[src/rtl/fifo_wptr_full.sv]
// Write-domain pointer/full generator for the async FIFO: binary + Gray write pointer,
// registered full flag, write-side level. Optional almost_full under FIFO_ALMOST_FULL_EN.
module fifo_wptr_full #(
   parameter int ADDR      = 4,
   parameter int AF_MARGIN = 2
) (
   input  logic            clock,
   input  logic            reset_n,
   input  logic            write_en,
   input  logic [ADDR:0]   rptr_sync,
   output logic            write_accept,
   output logic [ADDR-1:0] waddr,
   output logic [ADDR:0]   wptr,
   output logic            full,
`ifdef FIFO_ALMOST_FULL_EN
   output logic            almost_full,
`endif
   output logic [ADDR:0]   wlevel
);

   localparam int DEPTH = 2**ADDR;

   logic [ADDR:0] wbin, wbin_next, wgray_next, rbin, wfull_cmp;

   assign write_accept = write_en & ~full;
   assign wbin_next    = wbin + {{ADDR{1'b0}}, write_accept};
   assign wgray_next   = (wbin_next >> 1) ^ wbin_next;
   assign waddr        = wbin[ADDR-1:0];

   // Gray->binary: each bit is the XOR of itself and every bit above it.
   for (genvar i = 0; i <= ADDR; i++) begin : g_g2b
      assign rbin[i] = ^rptr_sync[ADDR:i];
   end

   // Full when pointers match except for the two wrap-distinguishing MSBs.
   assign wfull_cmp = {~rptr_sync[ADDR:ADDR-1], rptr_sync[ADDR-2:0]};
   assign wlevel    = wbin - rbin;

`ifdef FIFO_ALMOST_FULL_EN
   localparam logic [ADDR:0] AF_THRESH = (ADDR+1)'(DEPTH - AF_MARGIN);
   logic [ADDR:0] wlevel_next;
   assign wlevel_next = wbin_next - rbin;

   always_ff @(posedge clock or negedge reset_n) begin
      if (!reset_n) almost_full <= 1'b0;
      else          almost_full <= (wlevel_next >= AF_THRESH);
   end
`endif

   always_ff @(posedge clock or negedge reset_n) begin
      if (!reset_n) begin
         wbin <= '0;
         wptr <= '0;
         full <= 1'b0;
      end else begin
         wbin <= wbin_next;
         wptr <= wgray_next;
         full <= (wgray_next == wfull_cmp);
      end
   end

endmodule

[config.mk]
export PLATFORM = sky130hd
export DESIGN_NAME = fifo_wptr_full
export DESIGN_NICKNAME = d
export VERILOG_FILES = /design/src/rtl/fifo_wptr_full.sv
export SDC_FILE = /design/constraint.sdc
export NUM_CORES = 1
export LEC_CHECK = 0
export ABC_AREA = 1
export ABC_CLOCK_PERIOD_IN_PS = 4200
export CAP_MARGIN = 20
export CORE_MARGIN = 2
export CORE_UTILIZATION = 45
export CTS_CLUSTER_SIZE = 10
export DETAILED_ROUTE_END_ITERATION = 12
export PLACE_DENSITY = 0.76
export SYNTH_ARGS = -nofsm -noshare
export SYNTH_HDL_FRONTEND = slang
export SYNTH_SLANG_ARGS = --single-unit
[constraint.sdc]
create_clock -name clock -period 4.2 [get_ports clock]
set_clock_uncertainty 0.2 [all_clocks]
set_input_delay 1.05 -clock clock [delete_from_list [all_inputs] [get_ports clock]]
set_output_delay 1.05 -clock clock [all_outputs]
set_load 0.05 [all_outputs]
; Word-level counts from Yosys, hierarchy flattened
; Cells that the tools add are included.
[classes]
n_eq_ne = 1
bitwise = 4
add_sub_neg = 2
n_div = 0
reduce_logical = 4
shift = 0
mux = 0
n_lt_le_gt_ge = 0
n_mul = 0
[ops]
columns = cell, count
row1 = $add A5 B1 Y5, 1
row2 = $eq A5 B5 Y1, 1
row3 = $reduce_xor A5 Y1, 1
row4 = $sub A5 B5 Y5, 1
row5 = $xor A4 B5 Y5, 1
row6 = $reduce_xor A4 Y1, 1
row7 = $reduce_xor A3 Y1, 1
row8 = $not A2 Y2, 1
row9 = $reduce_xor A2 Y1, 1
row10 = $and A1 B1 Y1, 1
row11 = $not A1 Y1, 1
[totals]
register_bits = 11
latch_bits = 0
mem_bits_ro = 0
ramBits = 0
memories = 0
inputBits = 8

; Depth between registers and ports, before layout
; Gate-level depths: netlist of the first run.
[depth]
word_depth = 5
mapped_depth = 13
ltp_nobuf = 13

; Worst setup path after synthesis of the first run
; No wires, ideal clock.
[synth_path]
path_type = input to output
startpoint = input port rptr_sync[4]
endpoint = output port wlevel[4]
setup_slack_ps = -99
arrival_ps = 3049
path_stages = 10
path_buffers = 0
cell_sequence = xnor2_2 -> xor2_2 -> xor2_1 -> inv_1 -> ha_1 -> inv_1 -> fa_1 -> nand3_1 -> nand2_1 -> xor2_1
[synth_between]
elab_chain_len = 2
elab_cells_between_ends = 5
[synth_rtl]
columns = element, line
row1 = start: declaration, 10  ; input logic [ADDR:0] rptr_sync,
row2 = "$reduce_xor A5 Y1, or another cell as far along", 32  ; assign rbin[i] = ^rptr_sync[ADDR:i];
row3 = $sub A5 B5 Y5 (*), 37  ; assign wlevel = wbin - rbin;
row4 = end: declaration, 18  ; output logic [ADDR:0] wlevel
; Every way passes the cells marked *; elsewhere a longest branch is shown, timed or not.

; Final worst setup path of the first run
[layout_path]
startpoint = input port rptr_sync[2]
endpoint = output port wlevel[4]
[layout_between]
elab_chain_len = 2
elab_cells_between_ends = 4
[layout_rtl]
columns = element, line
row1 = "$reduce_xor A5 Y1, or another cell as far along", 32
row2 = $sub A5 B5 Y5 (*), 37
; Marked as above.

==> impl_results.md, run 1 <==
- Outcome: finished, final reports clean
- Share of cells above drive strength 1: between 20 and 30%
- Post-synth top cells: nand2_1, nand3_1, inv_1
- DP HPWL: 1650 microns
- 1st-pass router iterations: 4
- Rows: 15
- Filler instances: roughly 130
- Most Crowded Layer GR: met2
- Non-filler cells, final: around 150
- Post-DP Area: ~1100 sq um
- ANT nets after route: 0
- Flop2flop setup slack: about 2.2 ns
- Port bufs: 23
- Final Max Tran Viols: 0
- Post-layout min period: 4.06 ns
- Unique masters post-synth: 17
- NumNets Final: 153
- Area of the core: roughly 1700 sq um
- Chip height: between 40 and 50 microns
- Max H-tree Level: 1
- Post-synth EDFFs: 0
- FMAX: roughly 250 MHz
- Drt wl/cell: approximately 12 microns
- Vias in the first global route: approximately 750
- Syn Inst Count: between 100 and 150
- CTS Buf Count: 3
- Initial core utilization: between 40% and 50%
- Final Setup Violations: 0
- Prevailing post-synth register cell: dfrtp_1
- Synthesized cell area: 787 sq um
- Unrepaired setup endpoints after global routing: no
- Routed wire length: between 1500 and 2000 microns
- Area leader, netlist: dfrtp_1
- Root Driver: clkbuf_4
- Top cell type's share of synthesized area: 31.8%
- Grt total ovfl: 0
- GRT met2 Usage: between 30% and 40%
- Synth Net Count: 118
- CTS tree: yes
- Clk slew on worst S/H paths: about 0.07 ns
- Ant. Diodes: 0
- Hold WC Path Type: flop to flop
- Worst Max-Slew Pin Slew: 0.510 ns
- Fin area: around 1200 sq um
- Initial antenna violation count: 0
- Drt via density: around 5
- Yosys reg bits: 10
- Critical path's slowest cell: fa_2
- CP Capture Type: output pin
- Worst setup path category: input pin to output pin
- Hold_buf cts: 0
- Multi-input gate area: slightly above 500 sq um
- Routability cong.: 0.812
- All-Layer GR Usage: roughly a fifth
- Async set-reset flop share out of synthesis: 100%
- CP peak stage delay: about 0.37 ns
- Initial detailed-routing violation count: 21
- Maximum buffer depth of the clock tree: 2
- Vias: just under 800
- # IOs: 24
- Crit Path Max Fanout: 2
- Placed cell count: about 150
- Seq. cell area: between 200 and 300 sq um
- Most common cell in the synthesized netlist: nand2_1
- Clk Latency, worst-skew pair: ~0.27 ns
- Die area: around 2100 sq um
- Final Cycle Share: between 90% and 100%
- Final number of hold-violating endpoints: 0
- Max-cap violation count: 0
- Max-slew headroom: between 60 and 70%
- Cell Chain, Critical Path: dlygate4sd2_1 > xor2_2 > xor2_1 > inv_1 > ha_2 > inv_2 > fa_2 > nand3_2 > nand2_2 > xor2_2 > buf_12
- Worst EP arrival: roughly 2.8 ns
- GR Util met1: roughly 24%
- Post-Syn Area per Cell: between 7 and 8 sq um
- YS warnings: 0
- Drt drc: 0
- Sequential fraction of the synthesis area: 31.8%
- Area grow syn2layout: 52.3%
- Hold WS: ~0.42 ns
- CP Launch Type: input pin
- Most used cell, CP: xor2_2
- Dpl ws: -0.266 ns
- DIE WIDTH: 45.8 microns
- Clk sinks: 10
- First-pass GRT wire length: 3020 microns
- Largest cells by area after synthesis: dfrtp_1, nand2_1, ha_1, nand3_1, xor2_1
- Req. time, crit path: between 2 and 3 ns
- M3 GR Usage: 2.38%
- Setup slack after layout: 0.139 ns
- Largest net degree at the start of global routing: 11
stage by stage:
step           setup TNS (ns)  util [%]
2_1_floorplan               0         -
3_3_place_gp           -0.539      67.6
3_5_place_dp           -0.796      67.6
4_1_cts                     0      70.8
5_1_grt                     0      71.0
6_report                    0      71.0
layer usage:
| layer | routed length, microns | vias to the layer above |
|---|---|---|
| met5 | 0 | - |
| met4 | 29 | 0 |
| met3 | 52 | 4 |
| met2 | 1080 | 21 |
| met1 | 741 | 365 |
| li1 | - | 393 |
placed cells by master, fill, tap and decap left out:
cell,synthesis,layout
dlygate4sd2_1,0,3
nand4_1,2,2
clkbuf_2,0,2
ha_1,6,5
ha_2,0,1
inv_1,13,12
nor2_1,3,3
clkbuf_8,0,1
xor2_2,1,4
nand2_2,8,9
xnor2_2,1,1
clkdlybuf4s50_1,0,13
nor2_4,1,1
nand3_2,0,1
buf_4,0,7
dfrtp_1,10,10
or2_2,1,1
nand3b_1,2,2
a21oi_1,2,2
nand2_1,30,29
clkbuf_4,0,3
inv_2,1,2
nand3_1,15,14
fa_2,0,1
xor2_1,6,3
buf_12,0,5
registers in the layout, indices dropped and copies added, names as in the netlist:
register	count
full	1
wbin	5
wptr	4
worst max-delay path, delay by kind of cell:
kind                     cells  cell delay, ns
AND/OR/NAND/NOR              2            0.15
buffers and inverters        4            0.55
adder cells (fa/ha/maj)      2            0.53
XOR/XNOR                     3            0.53
cells by family (layout without fill, tap and decap cells):
kind of cell,Yosys count,in the layout,share of synthesized area (%)
buf+inv,14,48,6.68
simple gates,62,62,37.4
compound gates,2,2,1.27
fa+ha+maj,7,7,12.1
xor+xnor,8,8,10.8
flops,10,10,31.8
timing repair:
item                       4_1_cts  5_1_grt
cloned                           0        0
gates resized for setup          8        8
setup endpoints to repair        4        3
pin swaps                        3        4
setup buffers                    1        0
area by class of cell:
| class | count | area share [%] |
|---|---|---|
| clock buffer | 4 | 3.03 |
| inverter | 14 | 4.38 |
| multi-input combinational | 79 | 43.3 |
| sequential | 10 | 20.9 |
| tap | 17 | 1.77 |
| timing repair buffer | 30 | 26.6 |
worst paths after layout:
| path | from | to | cells after the start |
|---|---|---|---|
| worst max register to register | wbin[0]$_DFF_PN0_ | full$_DFF_PN0_ | 10 |
| max in group asynchronous | reset_n | wbin[4]$_DFF_PN0_ | 1 |
| worst max-delay path | rptr_sync[2] | wlevel[4] | 11 |
| min in group asynchronous | reset_n | wptr[1]$_DFF_PN0_ | 1 |
| worst min-delay path | wbin[4]$_DFF_PN0_ | wbin[4]$_DFF_PN0_ | 2 |
| worst min register to register | wbin[4]$_DFF_PN0_ | wbin[4]$_DFF_PN0_ | 2 |
Power of run 1 is not shown: default switching activity piles up to over one toggle a cycle in this logic, so the estimate is an artifact.
==> run 2: changes to the inputs <==
- ABC_CLOCK_PERIOD_IN_PS: 4200 -> 4800
- CORE_UTILIZATION: 45 -> 49
- PLACE_DENSITY: 0.76 -> 0.86
- clock period: 4.2 -> 4.8 ns (I/O delays scaled with it)
==> run 2 against run 1 <==
Net effect: flip-flop and latch count did not move; design area fell by 4.6%; setup slack got worse by 0.011 ns; core utilization rose by 5.0 points; wire length fell by 7.1%; sequential share of layout area rose by 1.0 points; non-clock buffer count fell by 6; critical endpoint unchanged.
==> impl_results.md, run 2 (same netlist as run 1, synthesis figures left out) <==
- Outcome: finished, final reports clean
- CP Launch Type: input pin
- Chip height: 44.1 microns (-3.8%)
- Biggest register: wbin
- Final number of hold-violating endpoints: 0 (unchanged)
- Root Driver: clkbuf_4
- Initial detailed-routing violation count: 15 (-29%)
- Vias: 738 (-5.7%)
- Max H-tree Level: 1 (unchanged)
- Grt total ovfl: 0 (unchanged)
- Final Max Tran Viols: 0 (unchanged)
- Vias in the first global route: 706 (-5.7%)
- Drt via density: 5.02 (-1.3%)
- Post-CTS sizing: 0 (-8)
- Met2 WL: 911 microns (-16%)
- NumNets Final: 147 (-3.9%)
- # IOs: 24 (unchanged)
- Rows: 14 (-1)
- Maximum buffer depth of the clock tree: 2 (unchanged)
- Drt drc: 0 (unchanged)
- Initial core utilization: 52.2% (+5.6 points)
- Met1 wire length: 729 microns (-1.6%)
- Initial antenna violation count: 0 (unchanged)
- Clk sinks: 10 (unchanged)
- Routed wire length: 1770 microns (-7.1%)
- Req. time, crit path: 3.40 ns (+0.45 ns)
- Crit Path Max Fanout: 4 (+2)
- Filler instances: 118 (-12%)
- Max-cap violation count: 0 (unchanged)
- CTS Buf Count: 3 (unchanged)
- DIE WIDTH: 44.1 microns (-3.8%)
- CP Capture Type: output pin
- Final Cycle Share: 97.3%
- Drt wl/cell: 12.0 microns (-2.7%)
- Clk slew on worst S/H paths: 0.07 ns (about the same)
- Reg2reg path depth: 11 (+1)
- CTS tree: yes
- Worst EP arrival: 3.27 ns (+0.46 ns)
- Number of flip-flops in the largest register: 5 (unchanged)
- ANT nets after route: 0 (unchanged)
- Ant. Diodes: 0 (unchanged)
- Final Setup Violations: 0 (unchanged)
- Largest net degree at the start of global routing: 11 (unchanged)
- Unrepaired setup endpoints after global routing: no
- Most frequent cells in the layout: nand2_1, clkdlybuf4s50_1, nand3_1, inv_1, dfrtp_1
- Routability cong.: 0.839 (+3.3%)
- Top routing layer in use: met3
- DP HPWL: 1440 microns (-13%)
- All-Layer GR Usage: 20.7% (-0.44 points)
- Hold WC Path Type: flop to flop
- Die area: 1940 sq um (-7.5%)
- FMAX: roughly 210 MHz
- First-pass GRT wire length: 2950 microns (-2.5%)
- Share of cells above drive strength 1: 18.3% (-10 points)
- Clk Latency, worst-skew pair: 0.27 ns (about the same)
- Setup TNS: 0 ns (unchanged)
- Worst Max-Slew Pin Slew: 0.498 ns (-0.0118 ns)
- Worst setup path category: input pin to output pin
- Area grow syn2layout: 45.3%
- 1st-pass router iterations: 4 (unchanged)
- Commonest non-fill, non-tap cell in the layout: nand2_1
- Area of the core: 1510 sq um (-11%)
- Post-layout min period: between 4 and 5 ns
- Max-slew headroom: 66.7% (+0.79 points)
- Regs by FF count: wbin: 5 flops, wptr: 4 flops, full: 1 flops
- Hold_buf cts: 0 (unchanged)
- Hold Crit Depth: 1 (-1)
- Met3 Wirelength: 127 microns (+140%)
- Post-CTS Setup Bufs: 0 (-1)
- Port bufs: 23 (unchanged)
-- run 2: area by class of cell --
cell class / instances / area, sq um / area share, %
flip-flops and latches: 10 / 250 / 21.9
well taps: 16 / 20.0 / 1.75
repair buffers: 24 / 293 / 25.6
multi-input cells: 79 / 492 / 43.0
inverters: 14 / 52.6 / 4.60
clock buffers: 4 / 36.3 / 3.17
-- run 2: critical path, cell delays in order --
cell,delay [ns]
clkdlybuf4s50_1,0.58
xor2_1,0.24
xor2_1,0.09
inv_1,0.06
ha_1,0.13
inv_1,0.05
fa_1,0.40
nand3_1,0.09
nand2_1,0.09
xor2_2,0.18
buf_12,0.16
-- run 2: metal layers --
metal / vias to the layer above / global-route usage, %
met5: - / 0
met4: 0 / 0
met3: 0 / 7.35
met2: 21 / 35.9
met1: 336 / 26.6
li1: 381 / -
-- run 2: worst paths after layout --
kind | from | end | slack (ns)
setup / recovery | rptr_sync[1] | wlevel[4] | 0.13
hold / removal | wbin[0]$_DFF_PN0_ | wbin[0]$_DFF_PN0_ | 0.42
setup reg to reg | full$_DFF_PN0_ | full$_DFF_PN0_ | 2.78
hold reg to reg | wbin[0]$_DFF_PN0_ | wbin[0]$_DFF_PN0_ | 0.42
max in group asynchronous | reset_n | wbin[3]$_DFF_PN0_ | 3.06
min in group asynchronous | reset_n | wptr[0]$_DFF_PN0_ | 1.04
-- run 2: stage by stage --
stage | util [%] | setup WS (ns) | std cells | hold slack [ns] | instance area (sq um)
2_1_floorplan | - | 0.201 | 103 | 0.637 | 787
3_3_place_gp | 72.7 | 0.0660 | 143 | 0.391 | 1090
3_5_place_dp | 72.7 | 0.00841 | 143 | 0.399 | 1090
4_1_cts | 75.1 | 0.00377 | 147 | 0.421 | 1130
5_1_grt | 75.9 | 0.0378 | 147 | 0.446 | 1140
6_report | 75.9 | 0.128 | 147 | 0.417 | 1140
Power of run 2 is left out for the same reason.
